`config.mk`:
```
export PLATFORM = sky130hd
export DESIGN_NAME = fpu_cmd_sequencer
export DESIGN_NICKNAME = d
export VERILOG_FILES = /design/src/rtl/fpu_seq_pkg.sv /design/src/rtl/fpu_cmd_fifo.sv /design/src/rtl/fpu_cmd_sequencer.sv
export SDC_FILE = /design/constraint.sdc
export NUM_CORES = 1
export LEC_CHECK = 0
export ABC_AREA = 0
export CAP_MARGIN = 20
export CORE_UTILIZATION = 55
export DETAILED_ROUTE_END_ITERATION = 8
export PLACE_DENSITY = 0.8
export SYNTH_ARGS = -nofsm -noshare
export SYNTH_HDL_FRONTEND = slang
export SYNTH_HIERARCHICAL = 1
export SYNTH_SLANG_ARGS = --single-unit
```
`constraint.sdc`:
```
create_clock -name clk -period 7.6 [get_ports clk]
set_input_delay 1.52 -clock clk [delete_from_list [all_inputs] [get_ports clk]]
set_output_delay 1.52 -clock clk [all_outputs]
set_load 0.02 [all_outputs]
```
`src/rtl/fpu_seq_pkg.sv`:
```
`default_nettype none
// ============================================================================
// Module : fpu_seq_pkg
// Brief  : Shared state type, op encodings and constants for the FPU sequencer
// Rev    : 1.0
// ============================================================================
package fpu_seq_pkg;

    typedef enum logic [2:0] {
        ST_IDLE      = 3'd0,
        ST_ISSUE     = 3'd1,
        ST_WAIT_LOW  = 3'd2,
        ST_WAIT_DONE = 3'd3,
        ST_HOLD      = 3'd4
    } seq_state_e;

    localparam logic [1:0]  OP_ADD  = 2'b00;
    localparam logic [1:0]  OP_SUB  = 2'b01;
    localparam logic [1:0]  OP_MUL  = 2'b10;
    localparam logic [1:0]  OP_DIV  = 2'b11;

    localparam logic [31:0] FP_QNAN = 32'h7FC0_0000;

endpackage
`default_nettype wire

```
`src/rtl/fpu_cmd_fifo.sv`:
```
`default_nettype none
// ============================================================================
// Module : fpu_cmd_fifo
// Brief  : Synchronous command FIFO, registered count, no fall-through
// Rev    : 1.0
// ============================================================================
module fpu_cmd_fifo
    import fpu_seq_pkg::*;
#(
    parameter int DEPTH = 4,
    parameter int WIDTH = 70
) (
    input  logic                     clk,
    input  logic                     rst,
    input  logic                     wr_en_i,
    input  logic [WIDTH-1:0]         wr_data_i,
    input  logic                     rd_en_i,
    output logic [WIDTH-1:0]         rd_data_o,
    output logic                     full_o,
    output logic                     empty_o,
    output logic [$clog2(DEPTH):0]   count_o
);

    localparam int ADDR_W = $clog2(DEPTH);
    localparam logic [ADDR_W:0] FULL_CNT = (ADDR_W + 1)'(DEPTH);

    logic [WIDTH-1:0]  mem_q [DEPTH];
    logic [ADDR_W-1:0] wr_ptr_q;
    logic [ADDR_W-1:0] rd_ptr_q;
    logic [ADDR_W:0]   count_q;
    logic              w_push;
    logic              w_pop;

    // Full/empty come from the registered count, so a same-cycle pop never frees a slot early.
    assign full_o    = (count_q == FULL_CNT);
    assign empty_o   = (count_q == '0);
    assign count_o   = count_q;
    assign rd_data_o = mem_q[rd_ptr_q];

    assign w_push = wr_en_i && !full_o;
    assign w_pop  = rd_en_i && !empty_o;

    always_ff @(posedge clk) begin
        if (w_push) begin
            mem_q[wr_ptr_q] <= wr_data_i;
        end
    end

    always_ff @(posedge clk or posedge rst) begin
        if (rst) begin
            wr_ptr_q <= '0;
            rd_ptr_q <= '0;
            count_q  <= '0;
        end else begin
            if (w_push) begin
                wr_ptr_q <= wr_ptr_q + ADDR_W'(1);
            end
            if (w_pop) begin
                rd_ptr_q <= rd_ptr_q + ADDR_W'(1);
            end
            case ({w_push, w_pop})
                2'b10:   count_q <= count_q + (ADDR_W + 1)'(1);
                2'b01:   count_q <= count_q - (ADDR_W + 1)'(1);
                default: count_q <= count_q;
            endcase
        end
    end

endmodule
`default_nettype wire

```
`src/rtl/fpu_cmd_sequencer.sv`:
```
`default_nettype none
// ============================================================================
// Module : fpu_cmd_sequencer
// Brief  : Queues FPU commands, issues them one at a time, returns tagged results
// Rev    : 1.0
// ============================================================================
module fpu_cmd_sequencer
    import fpu_seq_pkg::*;
#(
    parameter int DEPTH   = 4,
    parameter int TAG_W   = 4,
    parameter int TIMEOUT = 64
) (
    input  logic             clk,
    input  logic             rst,
    input  logic             cmd_valid,
    output logic             cmd_ready,
    input  logic [31:0]      cmd_a,
    input  logic [31:0]      cmd_b,
    input  logic [1:0]       cmd_op,
    input  logic [TAG_W-1:0] cmd_tag,
    output logic [31:0]      fpu_a,
    output logic [31:0]      fpu_b,
    output logic [1:0]       fpu_op,
    output logic             fpu_start,
    input  logic [31:0]      fpu_r,
    input  logic             fpu_done,
    output logic             res_valid,
    input  logic             res_ready,
    output logic [31:0]      res_data,
    output logic [TAG_W-1:0] res_tag,
    output logic             res_timeout,
    output logic             busy
);

    localparam int FIFO_W = 66 + TAG_W;
    localparam int CNT_W  = $clog2(TIMEOUT + 1);
    localparam int FCNT_W = $clog2(DEPTH) + 1;
    localparam logic [CNT_W-1:0] TMO_LAST = CNT_W'(TIMEOUT - 1);

    seq_state_e        state_q, state_d;
    logic [31:0]       fpu_a_q, fpu_b_q;
    logic [1:0]        fpu_op_q;
    logic [TAG_W-1:0]  res_tag_q;
    logic [31:0]       res_data_q;
    logic              res_timeout_q;
    logic [CNT_W-1:0]  tmo_cnt_q;

    logic [FIFO_W-1:0] w_fifo_wdata;
    logic [FIFO_W-1:0] w_fifo_rdata;
    logic              w_fifo_full;
    logic              w_fifo_empty;
    logic [FCNT_W-1:0] w_fifo_count;
    logic              w_pop;
    logic              w_cnt_clr;
    logic              w_cnt_inc;
    logic              w_load_res;
    logic              w_res_nan;
    logic              w_tmo_hit;

    assign w_fifo_wdata = {cmd_tag, cmd_op, cmd_a, cmd_b};

    fpu_cmd_fifo #(
        .DEPTH (DEPTH),
        .WIDTH (FIFO_W)
    ) u_fifo (
        .clk       (clk),
        .rst       (rst),
        .wr_en_i   (cmd_valid),
        .wr_data_i (w_fifo_wdata),
        .rd_en_i   (w_pop),
        .rd_data_o (w_fifo_rdata),
        .full_o    (w_fifo_full),
        .empty_o   (w_fifo_empty),
        .count_o   (w_fifo_count)
    );

    assign w_tmo_hit = (tmo_cnt_q >= TMO_LAST);

    always_ff @(posedge clk or posedge rst) begin
        if (rst) begin
            state_q <= ST_IDLE;
        end else begin
            state_q <= state_d;
        end
    end

    // A real completion is checked before the timeout, so it wins a same-cycle tie.
    always_comb begin
        state_d    = state_q;
        w_pop      = 1'b0;
        fpu_start  = 1'b0;
        w_cnt_clr  = 1'b0;
        w_cnt_inc  = 1'b0;
        w_load_res = 1'b0;
        w_res_nan  = 1'b0;
        case (state_q)
            ST_IDLE: begin
                if (!w_fifo_empty) begin
                    w_pop   = 1'b1;
                    state_d = ST_ISSUE;
                end
            end
            ST_ISSUE: begin
                fpu_start = 1'b1;
                w_cnt_clr = 1'b1;
                state_d   = ST_WAIT_LOW;
            end
            ST_WAIT_LOW: begin
                w_cnt_inc = 1'b1;
                if (!fpu_done) begin
                    state_d = ST_WAIT_DONE;
                end else if (w_tmo_hit) begin
                    w_load_res = 1'b1;
                    w_res_nan  = 1'b1;
                    state_d    = ST_HOLD;
                end
            end
            ST_WAIT_DONE: begin
                w_cnt_inc = 1'b1;
                if (fpu_done) begin
                    w_load_res = 1'b1;
                    state_d    = ST_HOLD;
                end else if (w_tmo_hit) begin
                    w_load_res = 1'b1;
                    w_res_nan  = 1'b1;
                    state_d    = ST_HOLD;
                end
            end
            ST_HOLD: begin
                if (res_ready) begin
                    state_d = ST_IDLE;
                end
            end
            default: state_d = ST_IDLE;
        endcase
    end

    always_ff @(posedge clk or posedge rst) begin
        if (rst) begin
            fpu_a_q       <= '0;
            fpu_b_q       <= '0;
            fpu_op_q      <= '0;
            res_tag_q     <= '0;
            res_data_q    <= '0;
            res_timeout_q <= 1'b0;
            tmo_cnt_q     <= '0;
        end else begin
            if (w_pop) begin
                fpu_b_q   <= w_fifo_rdata[31:0];
                fpu_a_q   <= w_fifo_rdata[63:32];
                fpu_op_q  <= w_fifo_rdata[65:64];
                res_tag_q <= w_fifo_rdata[FIFO_W-1:66];
            end
            if (w_cnt_clr) begin
                tmo_cnt_q <= '0;
            end else if (w_cnt_inc) begin
                tmo_cnt_q <= tmo_cnt_q + CNT_W'(1);
            end
            if (w_load_res) begin
                res_data_q    <= w_res_nan ? FP_QNAN : fpu_r;
                res_timeout_q <= w_res_nan;
            end
        end
    end

    assign cmd_ready   = !w_fifo_full;
    assign fpu_a       = fpu_a_q;
    assign fpu_b       = fpu_b_q;
    assign fpu_op      = fpu_op_q;
    assign res_valid   = (state_q == ST_HOLD);
    assign res_data    = res_data_q;
    assign res_tag     = res_tag_q;
    assign res_timeout = res_timeout_q;
    assign busy        = (state_q != ST_IDLE) || (w_fifo_count != '0);

endmodule
`default_nettype wire

```
# After elaboration in Yosys (flattened, before gate mapping)
# Memories as Yosys holds them, arrays and structs flattened. A register that Yosys moved wholly into a read port is not among the register bits.
# Cells that the tools add are included.
[word_totals]
regBits = 50
mem_bits_rw = 280
inputBits = 107
output_inout_bits = 107
word_cells = 58
memories = 1
[op_classes]
n_addsub = 5
n_lt_le_gt_ge = 1
n_eq_ne = 9
mux = 22
reduce_logical = 13
[mem_list]
columns = ["name", "depth", "width", "read_ports", "rd_ports_with_merged_regs", "write_ports", "line", "source"]
rows = [
  ["u_fifo.mem_q", 4, 70, 1, 1, 1, "fpu_cmd_fifo.sv:27", "logic [WIDTH-1:0] mem_q [DEPTH];"],
]
[op_table]
columns = ["cell", "n"]
rows = [
  ["2-to-1 mux 32 bit", 1],
  ["2-to-1 mux 3 bit", 5],
  ["case mux 3 bit (5 select lines)", 1],
  ["2-to-1 mux 7 bit", 2],
  ["2-to-1 mux 1 bit", 10],
  ["adder 7 x 1 -> 7 bit, second input constant", 1],
  [">= comparator 7 x 6 -> 1 bit, second input constant", 1],
  ["== test 3 x 2 -> 1 bit, second input constant", 2],
  ["== test 3 bit, second input constant", 2],
  ["zero test 3 bit", 2],
  ["case mux 3 bit (2 select lines)", 1],
  ["nonzero test 3 bit", 2],
  ["adder 2 x 1 -> 2 bit, second input constant", 2],
  ["case mux 1 bit (2 select lines)", 2],
  ["nonzero test 2 bit", 2],
  ["adder 3 x 1 -> 3 bit, second input constant", 1],
  ["== test 3 x 1 -> 1 bit, second input constant", 1],
  ["subtractor 3 x 1 -> 3 bit, second input constant", 1],
  ["== test 2 x 1 -> 1 bit, second input constant", 1],
  ["== test 2 bit, second input constant", 1],
  ["logical AND 1 bit", 2],
  ["zero test 1 bit", 2],
  ["!= test 2 x 1 -> 1 bit, second input constant", 1],
  ["!= test 2 bit, second input constant", 1],
  ["3 further kinds", 3],
]

# Logic depth before layout (Yosys ltp)
[depth]
ltp_word = 6
ltp_mapped = 10
mapped_depth_nobuf = 9

# By module
# The synthesis kept the hierarchy.
[by_module_without_submodules]
columns = ["mod", "n_inst", "cells_each", "area_per_inst_um2", "seq_area_each_um2"]
rows = [
  ["fpu_cmd_fifo", 1, 404, 10607.7, 8583.2],
  ["fpu_cmd_sequencer", 1, 328, 4853.4, 2827.7],
]

# Worst setup path before layout
# OpenSTA, ideal clock, no wires.
[synth_path]
path_kind = "input to register"
start = "input port cmd_valid"
end = "memory u_fifo.mem_q[0][0], enable pin"
setup_ps = 436
arrival_time_ps = 3434
required_ps = 7164
path_slack_ps = 3730
cell_stages = 2
n_path_buf = 0
cell_sequence = "nor2b_2 -> and2_1"
[synth_between]
elab_chain_cells = 3
[synth_rtl]
columns = ["item", "line", "source"]
rows = [
  ["from (decl)", "fpu_cmd_sequencer.sv:16", "input logic cmd_valid,"],
  ["logical AND 1 bit", "fpu_cmd_fifo.sv:40", "assign w_push = wr_en_i && !full_o;"],
  ["2-to-1 mux 1 bit", "fpu_cmd_fifo.sv:44", "if (w_push) begin"],
  ["2-to-1 mux 1 bit (not written as such)", "fpu_cmd_fifo.sv:45", "mem_q[wr_ptr_q] <= wr_data_i;"],
  ["to (decl)", "fpu_cmd_fifo.sv:27", ""],
]
# Every way passes these cells.

# Worst setup path after layout
[layout_path]
start = "register state_q[0]"
end = "output port fpu_start"
[layout_between]
elab_chain_cells = 2
[layout_rtl]
columns = ["item", "line", "source"]
rows = [
  ["from (decl)", "fpu_cmd_sequencer.sv:41", "seq_state_e state_q, state_d;"],
  ["from (signal assigned)", "fpu_cmd_sequencer.sv:84", "state_q <= state_d;"],
  ["== test 3 x 1 -> 1 bit", "fpu_cmd_sequencer.sv:97", "case (state_q)"],
  ["2-to-1 mux 1 bit", "fpu_cmd_sequencer.sv:97", ""],
  ["to (decl)", "fpu_cmd_sequencer.sv:25", "output logic fpu_start,"],
]
# Every way passes these cells.

==> impl_metrics.tcl <==
set metrics [dict create \
    clockBufferDepth 3 \
    clk_root_buffer_cell "clkbuf_16" \
    detailedPlacementHpwl_um 18020 \
    via_count_of_the_first_global_routing_pass 8071 \
    total_leakage_power_uw 0.006738 \
    worst_slew_margin_rel_pct 26.21 \
    clock_tree_from_tritoncts "done" \
    die_h_um 169.7 \
    post_drt_wl_per_cell_um 22.48 \
    finalWeightedCongestion 0.7391 \
    final.setup_skew_ns 0.01159 \
    startpoint_of_the_most_critical_register_to_register_path "state_q[1]" \
    hold_class "flop to flop" \
    timing.max_cap.violations 0 \
    tritoncts.num_buffers 39 \
    drtPass1Iterations 5 \
    timing_hold_violations_final 0 \
    count_of_synthesis_stage_warnings_from_yosys 6 \
    cts_hold_buf 0 \
    cts_num_sinks 400 \
    setup_viol 0 \
    finalWorstPathRequiredPeriod_ns 3.972 \
    syn-num-nets 846 \
    synthArstFlopShare_pct 30.00 \
    area_of_combinational_cells_with_multiple_inputs_um2 3655 \
    fmax_mhz 251.8 \
    worstPathRequired_ns 6.08 \
    cts-resized-gates 0 \
    p_per_area_nw_per_um2 416.1 \
    worst_slew_pin_slew_ns 1.107 \
    maxSlewViolCount 0 \
    setup.worst_path.class "flop to primary output" \
    post_syn_area_um2 15460 \
    worst_hold_startpoint "fpu_b[9]" \
    pin_count 214 \
    place_ws_ns 3.874 \
    synth.distinct_cells 52 \
    placement.io_buffers 213 \
    fp.dieArea_um2 28790 \
    critPathLaunchType "flop" \
    final.period_utilization_pct 52.26 \
    cts_post_setup_buffers_inserted 0 \
    wl_um 30640 \
    initial_utilization_pct 55.81 \
    top_library_cells_by_usage_in_the_layout_fill_and_taps_aside "280 x edfxtp_1, 213 x clkdlybuf4s50_1, 118 x dfrtp_1, 68 x mux4_2, 42 x mux2_2" \
    syn_avg_cell_area_um2 21.12 \
    critical_path.endpoint_type "primary output" \
    slack_of_the_critical_path_ns 3.628 \
    iteration_0_drc_markers 588 \
    most_common_cell_after_layout_fill_and_taps_aside "edfxtp_1" \
    htreeDepth 2 \
    routed-via-count 7832 \
    dominantRegCellSynth "edfxtp_1" \
    placement_rows 61 \
    postSynthCellCount 732 \
    critical_path.startpoint "state_q[0]" \
    seq_area_um2 11420 \
    syn2layout_area_growth_pct 23.15 \
    timing.setup.tns_ns 0 \
    detail_route.drc_violations 0 \
    ys_seq_area_share_pct 73.80 \
    die_w_um 169.7 \
    holdPathStages 1 \
    reg2reg_path_depth 9 \
    worst-endpoint-arrival_ns 2.45 \
    run_status "finished, final reports clean" \
    first_pass_grt_wire_length_um 46840 \
    worst_setup_hold_path_clk_slew_ns 0.06 \
    fillerInstances 1708 \
    worst_skew_pair.late_latency_ns 0.52 \
    max_fo_critical_path 12 \
    core_area_um2 27710 \
    synth_enable_flop_cells 280 \
    finalNetCount 1067 \
    largest_net_degree_at_the_start_of_global_routing 72 \
    grt_setup_unrepaired "false" \
    synth_seq_cells 400 \
    ir_drop_v 0.0002966 \
    vias_per_cell 5.746 \
    final_layout_size_suffix_gt1_share_pct 22.79 \
    sum_of_overflow_across_all_layers_after_global_routing 0 \
    grt_antenna_before_repair 5 \
    global_route.usage.total_pct 21.77 \
    antenna_violating_nets_post_route 0 \
]
## metrics by stage
step                      power, uW  hold slack [ns]  util [%]  instances  area, um2
after floorplan                5183           0.4922         -        732      15460
after global placement         6028           0.4952     64.14       1289      17770
after detailed placement       6104           0.4945     64.14       1289      17770
after CTS                      7988           0.5077     68.61       1360      19010
after global routing           8276           0.5222     68.71       1361      19040
final                          7922           0.5045     68.73       1363      19040
## power by group
group          leakage, uW  internal (uW)  total [uW]  switching (uW)
Clock             0.000601           1090        1850             769
Combinational      0.00218           1420        2650            1230
Sequential         0.00396           2990        3420             427
Total              0.00674           5490        7920            2430
## worst paths after layout
kind	slack (ns)	end
setup reg to reg	4.78	u_fifo/count_o[2]
min in group asynchronous	1.33	u_fifo/count_o[0]
hold / removal	0.50	fpu_b[9]
setup / recovery	3.63	fpu_start
max in group asynchronous	4.77	res_data[1]
hold reg to reg	0.50	fpu_b[9]
## logic make-up after synthesis
group                      share of synthesized area, %
DFF                                               73.80
muxes                                             16.31
AOI/OAI and AO/OA                                 4.758
buffers and inverters                             2.622
and+or+nand+nor                                   1.546
adders and majority gates                        0.6150
xor gates and xnor gates                         0.3400
## flip-flops by register name, indices dropped and copies added, names as in the netlist
register / cells
fpu_a: 32
fpu_op: 2
fpu_b: 32
res_tag: 4
u_fifo/count_o: 3
state_q: 3
u_fifo/rd_ptr_q: 2
u_fifo/mem_q: 280
res_timeout: 1
u_fifo/wr_ptr_q: 2
tmo_cnt_q: 7
res_data: 32
## Yosys cell counts, types with 2 or more instances
cell type	number	area, um2
edfxtp_1	280	8408
dfrtp_1	120	3003
mux4_2	68	1531
mux2_2	42	473.0
mux2_4	29	435.4
a221o_1	23	230.2
a21boi_0	20	150.1
buf_2	13	65.06
inv_1	12	45.04
a21o_1	10	75.07
buf_6	10	112.6
o221a_2	9	101.4
clkbuf_1	8	30.03
buf_12	7	140.1
nand2_1	7	26.28
ha_1	6	75.07
a21oi_1	5	25.02
and2_1	4	25.02
nor3_1	4	20.02
o21ai_0	4	20.02
a21boi_1	3	22.52
mux2i_1	3	30.03
nor2_1	3	11.26
o31ai_1	3	22.52
xnor2_1	3	26.28
xor2_1	3	26.28
a22o_1	2	17.52
mux4_1	2	52.55
nand3_1	2	10.01
nor2b_2	2	17.52
nor3b_1	2	15.01
or3_1	2	12.51
or4_1	2	15.01
## cell type report
type                       count  area share (%)
tap                          378           2.484
multi-input combinational    280           19.19
clock buffer                  56           5.618
inverter                      12          0.2497
antenna                        2         0.02628
timing repair buffer         220           11.58
sequential                   400           59.97
clock inverter                15          0.8805
## per-layer routing
layer	routed length [um]	vias to the layer above	global-route usage [%]
met5	41	-	0
met4	530	6	5.954
met3	2444	48	5.387
met2	14930	323	35.12
met1	12690	4035	29.80
li1	-	3420	-
## worst max-delay path, stage by stage, from the launching register on
cell,delay (ns)
dfrtp_1,0.59
nor3b_1,0.57
clkdlybuf4s50_1,0.76
(Power assumes the default switching activity.)
==> variant 1: new RTL, same settings <==
Re-encode `seq_state_e` (5 states) as one-hot, 5 bits wide.
--- a/src/rtl/fpu_seq_pkg.sv
+++ b/src/rtl/fpu_seq_pkg.sv
@@ -7,10 +7,10 @@
 package fpu_seq_pkg;
 
-    typedef enum logic [2:0] {
-        ST_IDLE      = 3'd0,
-        ST_ISSUE     = 3'd1,
-        ST_WAIT_LOW  = 3'd2,
-        ST_WAIT_DONE = 3'd3,
-        ST_HOLD      = 3'd4
+    typedef enum logic [4:0] {
+        ST_IDLE      = 5'b00001,
+        ST_ISSUE     = 5'b00010,
+        ST_WAIT_LOW  = 5'b00100,
+        ST_WAIT_DONE = 5'b01000,
+        ST_HOLD      = 5'b10000
     } seq_state_e;
 
Check against the original RTL: same outputs for any inputs over 4 cycles, from zero or initial values and one cycle with rst high; so few cycles prove little.
==> variant 1 against the original RTL <==
Routed wire length up 5.8%; non-clock buffer count up 3; sequential cell count up 2; area after synthesis up 4.3%; final area up 3.5%; highest routed layer unchanged; total power down 0.64%; combinational power about the same; worst setup slack worse by 0.27 ns.
==> variant 1: results (changes against the original RTL) <==
Timing
  – Post-Route Skew: 0.0176 ns (+0.00597 ns)

Outcome
  – Status: finished clean

Power and ir drop
  – Internal power: 5.50 mW (+0.18%)
  – Leak: 7.14 nW (+5.9%)
  – Peak VDD IR: 0.331 mV (+12%)

Global route
  – Total track usage: 21.9% (+0.091 points)

Final layout
  – Layout Cells excl Fill: 1456 (+6.8%)
  – Fill cells: 1829 (+7.1%)
  – Final #Nets: 1152 (+8.0%)
  – Fraction of layout cells with a size suffix above 1: 20.7% (-2.0 points)

Synthesis
  – Syn Area/Cell: 19.6 um2 (-7.3%)
  – Area contributors post-synth: edfxtp_1 52%, dfrtp_1 19%, mux4_2 9.5%
  – Fraction of registers with async set/reset: 30.3% (+0.35 points)
  – Synthesized net count: 938 (+11%)
  – Sequential area share after synthesis: 71.1% (-2.7 points)

Drt
  – Initial DRT Pass Iterations: 4 (-1)
  – Routed metal-1 wirelength: 13.3 mm (+5.1%)
  – Metal2 WL: 15.9 mm (+6.5%)
  – Wire per inst: 22.3 um (-0.97%)
  – Starting DRT DRC Count: 647 (+10%)
  – Met3 wire len: 2.38 mm (-2.5%)
  – Via density: 5.74 (about the same)

Placed design
  – GP Congestion: 0.851 (+15%)
  – Cells after DPL: 1378 (+6.9%)
  – Placed wire-length estimate: 18.9 mm (+4.8%)

Critical path
  – Crit path max fanout: 10 (-2)
  – Slowest-stage cell, CP: or4_1
## variant 1: changes by cell type after synthesis, moves of 10 or more
cell	before	now
a21boi_0	20	0
o2111ai_1	0	23
clkbuf_1	8	22
o211ai_1	1	24
a221o_1	23	0
inv_1	12	43
mux2_4	29	68
mux2_2	42	3
a211oi_1	0	10
nand3_1	2	25
## variant 1: per-stage QoR
step,total power [mW],cell area [um2]
floorplan,5.28,16100
global placement,5.91,18400
detailed placement,5.98,18400
CTS,7.95,19700
global route,8.20,19700
finish,7.87,19700
## variant 1: power by group through the flow
stage	registers, mW	logic (mW)	clock network (mW)
floorplan	3.39	1.89	0
global placement	3.32	2.59	0
detailed placement	3.35	2.63	0
CTS	3.33	2.66	1.96
global route	3.37	2.78	2.04
finish	3.31	2.64	1.92
## variant 1: worst paths after layout
| path | to | depth (start not counted) | from | slack (ns) |
|---|---|---|---|---|
| worst min-delay path | fpu_a[12] | 1 | fpu_a[12] | 0.51 |
| worst max-delay path | fpu_start | 3 | state_q[2] | 3.36 |
| min in group asynchronous | u_fifo/wr_ptr_q[0] | 2 | rst | 1.36 |
| max in group asynchronous | res_data[22] | 3 | rst | 4.99 |
| worst min register to register | fpu_a[12] | 1 | fpu_a[12] | 0.51 |
| worst max register to register | fpu_a[30] | 5 | state_q[2] | 4.51 |
## variant 1: cells by family after synthesis
logic type,after synthesis,share of synthesized area (%)
multiplexers,146,16.7
AND/OR/NAND/NOR,76,2.92
XOR/XNOR,8,0.434
AO/OA/AOI/OAI,90,4.39
flip-flops,402,71.1
adder cells (fa/ha/maj),7,0.590
buffers and inverters,95,3.93
## variant 1: layout make-up
| class | count | area share [%] |
|---|---|---|
| timing repair buffer | 223 | 11.3 |
| sequential | 402 | 58.2 |
| multi-input combinational | 327 | 20.6 |
| tap | 384 | 2.44 |
| clock inverter | 16 | 0.978 |
| inverter | 44 | 0.863 |
| clock buffer | 58 | 5.57 |
| antenna | 2 | 0.0254 |
## variant 1: worst max-delay path: cells and delay by family, from the launching register on
kind          cells  cell delay (ns)
simple gates      2             1.02
buf+inv           1             0.69
flops             1             0.47
## variant 1: per-layer routing
metal  track usage, %  vias to the layer above
met1             29.7                     4261
met4             6.60                        6
met2             35.6                      319
met5                0                        -
met3             5.07                       64
li1                 -                     3710
==> variant 2: new RTL, same flow settings <==
Without the edit above. `DEPTH` is set to 4 in 2 places; all go to 8.
--- a/src/rtl/fpu_cmd_fifo.sv
+++ b/src/rtl/fpu_cmd_fifo.sv
@@ -8,5 +8,5 @@
     import fpu_seq_pkg::*;
 #(
-    parameter int DEPTH = 4,
+    parameter int DEPTH = 8,
     parameter int WIDTH = 70
 ) (
--- a/src/rtl/fpu_cmd_sequencer.sv
+++ b/src/rtl/fpu_cmd_sequencer.sv
@@ -8,5 +8,5 @@
     import fpu_seq_pkg::*;
 #(
-    parameter int DEPTH   = 4,
+    parameter int DEPTH   = 8,
     parameter int TAG_W   = 4,
     parameter int TIMEOUT = 64
Check against the original RTL: not equivalent (a bounded check fails within 10 cycles, from zero or initial values and one cycle with rst high).
==> variant 2 against the original RTL <==
Final area is 65% higher; count of clock-buffer cells in the layout is 39 higher; total power is 58% higher; routed wire length is 70% higher; maximum frequency is 0.98% lower; non-clock buffer count is 13 higher; first-iteration DRC count is 110% higher; area after synthesis is 71% higher; global-route usage is 0.072 points higher; sequential cell count is 283 higher; worst setup slack worse by 0.039 ns; sequential power is 58% higher; critical endpoint is now cmd_ready; largest power group unchanged.
==> variant 2: results (changes against the original RTL) <==
Drt
  – Final WL: 52.2 mm (+70%)
  – Starting DRT DRC Count: 1209 (+110%)
  – Initial DRT Pass Iterations: 4 (-1)
  – Via density: 5.98 (+4.1%)

Placed design
  – DP Area: 0.0292 mm2 (+64%)
  – Placed wire-length estimate: 28.9 mm (+61%)
  – Post-place setup slack: 3.17 ns (-0.701 ns)

Power and ir drop
  – Leak: 10.5 nW (+56%)
  – PD cells: 399 mW/mm2 (-4.2%)
  – Peak VDD IR: 0.278 mV (-6.1%)
  – Internal power: 8.84 mW (+61%)

Global route
  – Met3 GRT Util: 5.01% (-0.38 points)
  – Largest net degree at the start of global routing: 75 (+4.2%)
  – Total track usage: 21.8% (+0.072 points)
  – Grt met1 use: 30.6% (+0.79 points)
  – Initial antenna violation count: 7 (+2)
  – Global-route wire length before repair: 80.3 mm (+71%)
  – Vias in the first global route: 13300 (+65%)
  – GRT met2 Usage: 34.6% (-0.54 points)

Timing
  – Slew @ Worst Pin: 1.12 ns (+0.0118 ns)
  – Post-Route Skew: 0.0203 ns (+0.00869 ns)

Synthesis
  – Commonest cells post-synth: 560 x edfxtp_1, 140 x mux4_2, 123 x dfrtp_1, 112 x mux2_2, 29 x mux2_4
  – Fraction of registers with async set/reset: 18.0% (-12 points)
  – Area contributors post-synth: edfxtp_1 63%, mux4_2 12%, dfrtp_1 12%
  – Yosys cell types: 56 (+7.7%)

Critical path
  – Critical path arrival: 2.49 ns (+0.04 ns)
  – CP peak stage delay: 0.70 ns (-0.06 ns)
  – Crit path max fanout: 8 (-4)

Die
  – Core ar.: 0.0476 mm2 (+72%)

Clock tree
  – TritonCTS Buffers: 70 (+79%)

Final layout
  – Final #Nets: 1560 (+46%)
  – Largest register FFs: 560 (+100%)
  – Fraction of layout cells with a size suffix above 1: 28.2% (+5.4 points)

Outcome
  – Status: finished clean
-- variant 2: changes by cell type in the layout (fill, tap and decap cells not counted), moves of 4 or more --
cell / delta
and2_4: -4
buf_4: +8
clkbuf_1: +6
clkbuf_16: +31
clkinv_1: +9
edfxtp_1: +280
inv_6: +4
mux2_2: +70
mux4_2: +72
nand2_1: +6
nand3_1: +4
nor2_4: +6
-- variant 2: final timing paths --
path / cells after the start / to / from / slack [ns]
setup / recovery: 4 / cmd_ready / u_fifo/count_o[0] / 3.59
hold / removal: 1 / fpu_b[18] / fpu_b[18] / 0.50
setup reg to reg: 10 / u_fifo/count_o[3] / u_fifo/count_o[0] / 4.15
hold reg to reg: 1 / fpu_b[18] / fpu_b[18] / 0.50
max in group asynchronous: 4 / fpu_b[0] / rst / 5.02
min in group asynchronous: 2 / res_data[16] / rst / 1.38
-- variant 2: cells by family (layout without fill, tap and decap cells) --
kind of cell	after synthesis	in the layout	share of synthesized area [%]
other	0	3	0
AOI/OAI and AO/OA	93	93	2.94
xor gates and xnor gates	6	6	0.198
muxes	285	285	18.5
buffers and inverters	77	371	1.71
DFF	683	683	75.1
adders and majority gates	7	7	0.359
and+or+nand+nor	55	55	1.24
-- variant 2: power by group through the flow --
stage | logic (mW) | registers (mW) | clock network (mW)
2_1_floorplan | 2.52 | 5.55 | 0
3_3_place_gp | 3.77 | 5.46 | 0
3_5_place_dp | 3.90 | 5.46 | 0
4_1_cts | 3.94 | 5.41 | 3.31
5_1_grt | 4.16 | 5.49 | 3.44
6_report | 3.92 | 5.39 | 3.24
-- variant 2: worst reg2reg max path, delay by kind of cell (launching register included) --
kind / cells / cell delay [ns]
adder cells (fa/ha/maj): 2 / 0.72
AND/OR/NAND/NOR: 3 / 1.23
flip-flops: 1 / 0.46
buffers and inverters: 2 / 0.42
AO/OA/AOI/OAI: 3 / 0.49
-- variant 2: through the flow --
step	instances	power, mW
2_1_floorplan	1206	8.08
3_3_place_gp	1983	9.22
3_5_place_dp	1985	9.36
4_1_cts	2111	12.7
5_1_grt	2116	13.1
6_report	2118	12.5
-- variant 2: layer usage --
layer | share of wire, % | wire length [um] | vias to the layer above
li1 | - | - | 5488
met1 | 42 | 22100 | 6653
met2 | 49 | 25600 | 434
met3 | 6.4 | 3320 | 89
met4 | 2.1 | 1110 | 8
met5 | 0.11 | 55 | -
-- variant 2: layout make-up --
type	count	share of cell area, %
Clock buffer	95	6.02
Multi-Input combinational cell	446	19.7
Inverter	12	0.151
Clock inverter	31	0.859
Antenna cell	3	0.0239
Sequential cell	683	63.2
Timing Repair Buffer	233	7.55
Tap cell	615	2.45
